<file path="src/rtl/mips_ctrl_pkg.sv">
// Shared encodings for the multi-cycle MIPS control path.
// The fetch unit and ALU control decode the same state, PC_SEL, ALUSrcB and ALUOp values.
package mips_ctrl_pkg;

    typedef enum logic [3:0] {
        StFetch     = 4'd0,
        StDecode    = 4'd1,
        StMemAddr   = 4'd2,
        StMemRead   = 4'd3,
        StMemWb     = 4'd4,
        StMemWrite  = 4'd5,
        StRExec     = 4'd6,
        StRWb       = 4'd7,
        StIExec     = 4'd8,
        StIWb       = 4'd9,
        StBranch    = 4'd10,
        StJump      = 4'd11,
        StJr        = 4'd12,
        StException = 4'd13
    } state_e;

    localparam logic [5:0] OpRType = 6'h00;
    localparam logic [5:0] OpJ     = 6'h02;
    localparam logic [5:0] OpBeq   = 6'h04;
    localparam logic [5:0] OpBne   = 6'h05;
    localparam logic [5:0] OpAddi  = 6'h08;
    localparam logic [5:0] OpAndi  = 6'h0C;
    localparam logic [5:0] OpOri   = 6'h0D;
    localparam logic [5:0] OpLw    = 6'h23;
    localparam logic [5:0] OpSw    = 6'h2B;

    localparam logic [5:0] FnJr  = 6'h08;
    localparam logic [5:0] FnAdd = 6'h20;
    localparam logic [5:0] FnSub = 6'h22;

    localparam logic [2:0] PcSelAluOut    = 3'd0;
    localparam logic [2:0] PcSelAluRegOut = 3'd1;
    localparam logic [2:0] PcSelJump      = 3'd2;
    localparam logic [2:0] PcSelReg1      = 3'd3;
    localparam logic [2:0] PcSelVector    = 3'd4;

    localparam logic [1:0] AluSrcBReg2     = 2'd0;
    localparam logic [1:0] AluSrcBFour     = 2'd1;
    localparam logic [1:0] AluSrcBImm      = 2'd2;
    localparam logic [1:0] AluSrcBImmShift = 2'd3;

    localparam logic [1:0] AluOpAdd   = 2'd0;
    localparam logic [1:0] AluOpSub   = 2'd1;
    localparam logic [1:0] AluOpFunct = 2'd2;
    localparam logic [1:0] AluOpImm   = 2'd3;

    localparam logic CauseUndef    = 1'b0;
    localparam logic CauseOverflow = 1'b1;

    typedef struct packed {
        logic       pc_load;
        logic       iord;
        logic       ir_en;
        logic       epc_en;
        logic [2:0] pc_sel;
        logic       mem_write;
        logic       reg_write;
        logic       reg_dst;
        logic       mem_to_reg;
        logic       alu_src_a;
        logic [1:0] alu_src_b;
        logic [1:0] alu_op;
    } ctrl_t;

    // States whose final cycle completes an instruction.
    function automatic logic is_retire_state(input state_e s);
        logic r;
        case (s)
            StMemWb, StMemWrite, StRWb, StIWb, StBranch, StJump, StJr: r = 1'b1;
            default:                                                   r = 1'b0;
        endcase
        return r;
    endfunction

endpackage

</file>
<file path="src/rtl/multicycle_control_unit.sv">
// Main Moore control FSM of the multi-cycle MIPS core with a retired-instruction counter.
// Only PC_LOAD in the branch state looks at the live ALU Zero flag.
module multicycle_control_unit
    import mips_ctrl_pkg::*;
#(
    parameter int unsigned CNT_WIDTH = 32
) (
    input  logic                 CLK,
    input  logic                 RST,
    input  logic [5:0]           Opcode,
    input  logic [5:0]           Funct,
    input  logic                 Zero,
    input  logic                 Overflow,
    output logic                 PC_LOAD,
    output logic                 IorD,
    output logic                 IR_EN,
    output logic                 EPC_EN,
    output logic [2:0]           PC_SEL,
    output logic                 MemWrite,
    output logic                 RegWrite,
    output logic                 RegDst,
    output logic                 MemtoReg,
    output logic                 ALUSrcA,
    output logic [1:0]           ALUSrcB,
    output logic [1:0]           ALUOp,
    output logic                 Cause,
    output logic [CNT_WIDTH-1:0] INSTR_RETIRED
);

    state_e               r_state;
    state_e               w_state_next;
    logic                 r_cause;
    logic                 w_cause_next;
    logic [CNT_WIDTH-1:0] r_instr_retired;
    logic                 w_retire;
    ctrl_t                w_ctrl;

    assign w_retire = is_retire_state(r_state);

    always_ff @(posedge CLK) begin
        if (RST) begin
            r_state         <= StFetch;
            r_cause         <= CauseUndef;
            r_instr_retired <= '0;
        end else begin
            r_state <= w_state_next;
            r_cause <= w_cause_next;
            if (w_retire) begin
                r_instr_retired <= r_instr_retired + CNT_WIDTH'(1);
            end
        end
    end

    always_comb begin
        w_state_next = StFetch;
        w_cause_next = r_cause;
        case (r_state)
            StFetch: w_state_next = StDecode;
            StDecode: begin
                case (Opcode)
                    OpLw, OpSw:              w_state_next = StMemAddr;
                    OpRType:                 w_state_next = (Funct == FnJr) ? StJr : StRExec;
                    OpBeq, OpBne:            w_state_next = StBranch;
                    OpJ:                     w_state_next = StJump;
                    OpAddi, OpAndi, OpOri:   w_state_next = StIExec;
                    default: begin
                        w_state_next = StException;
                        w_cause_next = CauseUndef;
                    end
                endcase
            end
            StMemAddr: w_state_next = (Opcode == OpLw) ? StMemRead : StMemWrite;
            StMemRead: w_state_next = StMemWb;
            StRExec: begin
                // Only the trapping signed forms raise an overflow exception.
                if (Overflow && ((Funct == FnAdd) || (Funct == FnSub))) begin
                    w_state_next = StException;
                    w_cause_next = CauseOverflow;
                end else begin
                    w_state_next = StRWb;
                end
            end
            StIExec: begin
                if (Overflow && (Opcode == OpAddi)) begin
                    w_state_next = StException;
                    w_cause_next = CauseOverflow;
                end else begin
                    w_state_next = StIWb;
                end
            end
            default: w_state_next = StFetch;
        endcase
    end

    always_comb begin
        w_ctrl = '0;
        case (r_state)
            StFetch: begin
                w_ctrl.ir_en     = 1'b1;
                w_ctrl.alu_src_b = AluSrcBFour;
                w_ctrl.alu_op    = AluOpAdd;
                w_ctrl.pc_sel    = PcSelAluOut;
                w_ctrl.pc_load   = 1'b1;
            end
            StDecode: begin
                w_ctrl.alu_src_b = AluSrcBImmShift;
                w_ctrl.alu_op    = AluOpAdd;
            end
            StMemAddr: begin
                w_ctrl.alu_src_a = 1'b1;
                w_ctrl.alu_src_b = AluSrcBImm;
                w_ctrl.alu_op    = AluOpAdd;
            end
            StMemRead: w_ctrl.iord = 1'b1;
            StMemWb: begin
                w_ctrl.mem_to_reg = 1'b1;
                w_ctrl.reg_write  = 1'b1;
            end
            StMemWrite: begin
                w_ctrl.iord      = 1'b1;
                w_ctrl.mem_write = 1'b1;
            end
            StRExec: begin
                w_ctrl.alu_src_a = 1'b1;
                w_ctrl.alu_src_b = AluSrcBReg2;
                w_ctrl.alu_op    = AluOpFunct;
            end
            StRWb: begin
                w_ctrl.reg_dst   = 1'b1;
                w_ctrl.reg_write = 1'b1;
            end
            StIExec: begin
                w_ctrl.alu_src_a = 1'b1;
                w_ctrl.alu_src_b = AluSrcBImm;
                w_ctrl.alu_op    = AluOpImm;
            end
            StIWb: w_ctrl.reg_write = 1'b1;
            StBranch: begin
                w_ctrl.alu_src_a = 1'b1;
                w_ctrl.alu_src_b = AluSrcBReg2;
                w_ctrl.alu_op    = AluOpSub;
                w_ctrl.pc_sel    = PcSelAluRegOut;
                w_ctrl.pc_load   = (Opcode == OpBne) ? ~Zero : Zero;
            end
            StJump: begin
                w_ctrl.pc_sel  = PcSelJump;
                w_ctrl.pc_load = 1'b1;
            end
            StJr: begin
                w_ctrl.pc_sel  = PcSelReg1;
                w_ctrl.pc_load = 1'b1;
            end
            StException: begin
                w_ctrl.epc_en  = 1'b1;
                w_ctrl.pc_sel  = PcSelVector;
                w_ctrl.pc_load = 1'b1;
            end
            default: w_ctrl = '0;
        endcase
        // Reset aborts the current instruction with every control quiet.
        if (RST) begin
            w_ctrl = '0;
        end
    end

    assign PC_LOAD       = w_ctrl.pc_load;
    assign IorD          = w_ctrl.iord;
    assign IR_EN         = w_ctrl.ir_en;
    assign EPC_EN        = w_ctrl.epc_en;
    assign PC_SEL        = w_ctrl.pc_sel;
    assign MemWrite      = w_ctrl.mem_write;
    assign RegWrite      = w_ctrl.reg_write;
    assign RegDst        = w_ctrl.reg_dst;
    assign MemtoReg      = w_ctrl.mem_to_reg;
    assign ALUSrcA       = w_ctrl.alu_src_a;
    assign ALUSrcB       = w_ctrl.alu_src_b;
    assign ALUOp         = w_ctrl.alu_op;
    assign Cause         = r_cause;
    assign INSTR_RETIRED = r_instr_retired;

endmodule

</file>
<file path="config.mk">
export PLATFORM = sky130hd
export DESIGN_NAME = multicycle_control_unit
export DESIGN_NICKNAME = d
export VERILOG_FILES = /design/src/rtl/mips_ctrl_pkg.sv /design/src/rtl/multicycle_control_unit.sv
export SDC_FILE = /design/constraint.sdc
export NUM_CORES = 1
export LEC_CHECK = 0
export BUFFER_PORTS_ARGS = -buffer_cell sky130_fd_sc_hd__buf_2
export CAP_MARGIN = 5
export CORE_MARGIN = 2
export CORE_UTILIZATION = 42
export CTS_BUF_LIST = sky130_fd_sc_hd__clkbuf_8
export CTS_CLUSTER_SIZE = 30
export DETAILED_ROUTE_END_ITERATION = 12
export PLACE_DENSITY = 0.68
export SLEW_MARGIN = 20
export SYNTH_ARGS = -nofsm -noshare
export SYNTH_HDL_FRONTEND = slang
export SYNTH_SLANG_ARGS = --single-unit
export TNS_END_PERCENT = 100
</file>
<file path="constraint.sdc">
create_clock -name CLK -period 2 [get_ports CLK]
set_input_delay 0.1 -clock CLK [delete_from_list [all_inputs] [get_ports CLK]]
set_output_delay 0.1 -clock CLK [all_outputs]
set_load 0.05 [all_outputs]
</file>
==> summary.md <==
| Metric | Value |
|---|---|
| Final weighted congestion of routability-driven global placement | `slightly above 0.8` |
| Worst reg-to-reg path cell count | `6` |
| Vias in the first global route | `between 2000 and 2500` |
| CTS sink cnt | `37` |
| CTS tree | `done` |
| Synthesized instance count | `roughly 310` |
| CTS buffer count | `5` |
| Final Instance Area | `about 3300 µm²` |
| Yosys cell types | `55` |
| Ant diodes | `0` |
| Synth area leaders | `dfxtp_1, a21oi_1, nor2_1` |
| Max Cap Violations | `0` |
| Critical path class | `flop to flop` |
| Avg Vias per Cell | `about 5.7` |
| Reg2Reg Capture Point | `INSTR_RETIRED[28]$_SDFFE_PP0P_` |
| Count leader, synth | `dfxtp_1` |
| Area growth, synth to finish | `32.37%` |
| Yosys reg bits | `37` |
| Primary FF master, synth | `dfxtp_1` |
| Worst VDD drop | `approximately 0.42 mV` |
| Worst setup SP type | `flop` |
| Post-synth top cells | `dfxtp_1, nor2_1, a21oi_1, clkbuf_1, nor2b_1` |
| Placed inst area | `3119 µm²` |
| Outcome | `finished, final reports clean` |
| Die Area | `6500 µm²` |
| Overflow after GRT | `0` |
| Worst-path clk slew | `about 70 ps` |
| Bufs on Longest Clock Path | `2` |
| RSZ-0062 raised after global routing | `yes` |
| Final Setup Violations | `0` |
| CP Max Fanout | `16` |
| Hold endpoint | `r_state[2]$_SDFF_PP0_` |
| Crit path capture type | `flop` |
| Syn. warnings | `0` |
| Final hold vios | `0` |
| Total vias in the final route | `around 2600` |
| # hold bufs at CTS | `0` |
| Final std cells w/o fill | `between 400 and 500` |
| Final Max Tran Viols | `0` |
| Share of power burned in registers | `39.8%` |
| Clock Latency Late Sink | `290 ps` |
| Period Utilization, post-route | `between 90% and 100%` |
| Final Worst Setup Slack | `41.56 ps` |
| Global-route wire length before repair | `10540 µm` |
| Max transition margin | `57.50%` |
| Die Y | `between 80 and 90 µm` |
| Share of cells above drive strength 1 | `between 30% and 40%` |
| Core Footprint | `roughly 5600 µm²` |
| Slew at the pin closest to its max-slew limit | `637.5 ps` |
| Clock share of power | `about 33%` |
| Hold WS | `roughly 230 ps` |
| Initial Util | `between 40% and 50%` |
| Top cell type's share of synthesized area | `between 30 and 40%` |
| # nets final | `394` |
| Avg WL per Cell | `14.00 µm` |
| Reg-to-reg slack, setup | `roughly 42 ps` |
| Worst Hold Depth | `5` |
| Mapped Nets | `around 330` |
| Cell Chain, Critical Path | `nand4_1 > or4_4 > buf_6 > buf_4 > nor4_4 > mux2_1` |
| Sw Share | `33.74%` |
| PD cells | `between 500 and 600 nW/µm²` |
| Power share of the combinational group | `between 20% and 30%` |
| Hpwl dp | `between 4000 and 5000 µm` |
| Fin Clk Skew | `6.202 ps` |
| Post-place setup slack | `1.910 ps` |
| Min-delay src | `Overflow` |
| Initial DRC Count | `around 130` |
| Largest area contributor in the netlist | `dfxtp_1` |
| CTS root buf | `clkbuf_8` |
| Count of buffer and inverter cells on the critical path | `2` |
| NetSw | `649.7 µW` |
| Critical path's largest stage delay | `510 ps` |
| Async SR Flop Fraction | `0%` |
| Cell Int Power | `1.276 mW` |
| 1st-pass router iterations | `4` |
| Post-synth EDFFs | `0` |
| CP max-delay cell | `or4_4` |
| Initial antenna violation count | `0` |
| Placed insts | `roughly 440` |
| Top-level port count | `65` |
| CP top delay family | `simple AND/OR/NAND/NOR gates` |
| Largest net degree at the start of global routing | `27` |
| Hold WC Path Type | `input pin to flop` |
| ANT nets after route | `0` |
| H-tree Lvls | `2` |
| Synthesized cell area | `~2500 µm²` |
| DIE WIDTH | `80.63 µm` |
| GRT Util Overall | `20.26%` |
| Port Buf Inserts | `64` |
| Fin crit period | `a little under 2000 ps` |
| WP data arrival | `approximately 2100 ps` |
| Sequential share of the synthesized area | `approximately 30%` |
| P_leak | `between 1 and 1.5 nW` |
| DRC | `0` |
| Fmax | `just over 500 MHz` |
| Total wire length | `roughly 6300 µm` |
| Worst R2R Start | `INSTR_RETIRED[13]$_SDFFE_PP0P_` |
| # rows | `27` |
| Required time worst endpoint | `roughly 2200 ps` |
| Mean cell area of the mapped netlist | `7.854 µm²` |
| Fin Setup TNS | `0 ps` |
==> worst max path at each step <==
stage	startpoint	end	slack, ps	cells past startpoint
after CTS	r_state[2]$_SDFF_PP0_	ALUOp[1]	0.9	4
after floorplan	r_state[1]$_SDFF_PP0_	ALUSrcA	-170	4
after global routing	INSTR_RETIRED[4]$_SDFFE_PP0P_	INSTR_RETIRED[24]$_SDFFE_PP0P_	-70	5
final	INSTR_RETIRED[13]$_SDFFE_PP0P_	INSTR_RETIRED[28]$_SDFFE_PP0P_	40	6
after global placement	INSTR_RETIRED[13]$_SDFFE_PP0P_	INSTR_RETIRED[26]$_SDFFE_PP0P_	70	5
after detailed placement	INSTR_RETIRED[13]$_SDFFE_PP0P_	INSTR_RETIRED[24]$_SDFFE_PP0P_	2	5
==> sequential cells by signal, indices dropped and copies added, names as in the netlist <==
name and count:
Cause 1, INSTR_RETIRED 32, r_state 4
==> area by class of cell <==
type / instances / area (µm²)
Multi-Input combinational cell: 241 / 1743
Clock inverter: 3 / 37.54
Sequential cell: 37 / 807.0
Timing Repair Buffer: 85 / 491.7
Inverter: 7 / 26.28
Tap cell: 72 / 90.09
Clock buffer: 5 / 68.82
Fill cell: 534 / 2310
==> metrics by stage <==
step                      power [mW]  utilization (%)
after floorplan                1.174                -
after global placement         1.297            55.96
after detailed placement       1.301            55.96
after CTS                      1.937            58.23
after global routing           2.025            58.56
final                          1.925            58.56
==> power by group through the flow <==
stage	Sequential (mW)	Combinational [mW]	Clock [mW]
global route	0.771	0.569	0.685
global placement	0.782	0.515	0
finish	0.766	0.528	0.631
CTS	0.765	0.526	0.647
detailed placement	0.783	0.519	0
floorplan	0.800	0.374	0
==> routing by layer <==
metal	vias to the layer above	GRT usage (%)	wire length, µm
met5	-	0	0
met4	0	6.610	94
met3	9	3.258	250
met2	57	31.67	2782
met1	1193	28.34	3174
li1	1311	-	-
==> cells by family after synthesis <==
| group | count (synthesis) | share of synthesized area (%) |
|---|---|---|
| AND/OR/NAND/NOR | 150 | 36.17 |
| adder cells (fa/ha/maj) | 1 | 0.5073 |
| XOR/XNOR | 5 | 2.081 |
| multiplexers | 12 | 5.428 |
| AO/OA/AOI/OAI | 73 | 19.58 |
| buffers and inverters | 36 | 6.189 |
| flip-flops | 37 | 30.04 |
==> worst reg2reg max path, stage by stage (launching register included) <==
cell and delay [ps]:
dfxtp_4 360, nand4_1 140, or4_4 510, buf_6 180, buf_4 190, nor4_4 140, mux2_1 340
==> layout by cell type (no fill, tap or decap), types with 2 or more instances in the layout <==
master / instances
nor4_1: 4
mux2_1: 5
and4b_1: 2
nor3_1: 4
and4_1: 4
o211ai_1: 2
buf_2: 63
or3_1: 7
nand3_1: 10
nor4_2: 4
dfxtp_4: 14
nor2_1: 28
or2_2: 3
a211oi_1: 4
clkbuf_8: 5
nand3b_1: 2
nor2b_1: 16
buf_4: 19
o21ai_0: 10
a31oi_1: 2
xor2_1: 2
nor4b_1: 2
dfxtp_1: 12
nor3_2: 6
buf_6: 3
nand4_1: 7
nand2b_1: 7
o2111ai_1: 2
dfxtp_2: 11
inv_1: 8
or4_1: 12
o31ai_1: 13
mux2_2: 5
nor4_4: 7
nor3b_1: 5
nand2_1: 15
xnor2_1: 2
a21oi_1: 23
==> repair_timing <==
| action | CTS | global route |
|---|---|---|
| setup buffers | 1 | 0 |
| endpoints found under the setup margin | 2 | 15 |
| pin swaps | 1 | 1 |
| gates resized for setup | 3 | 5 |
Note: power is estimated with default switching activity, not from simulation.
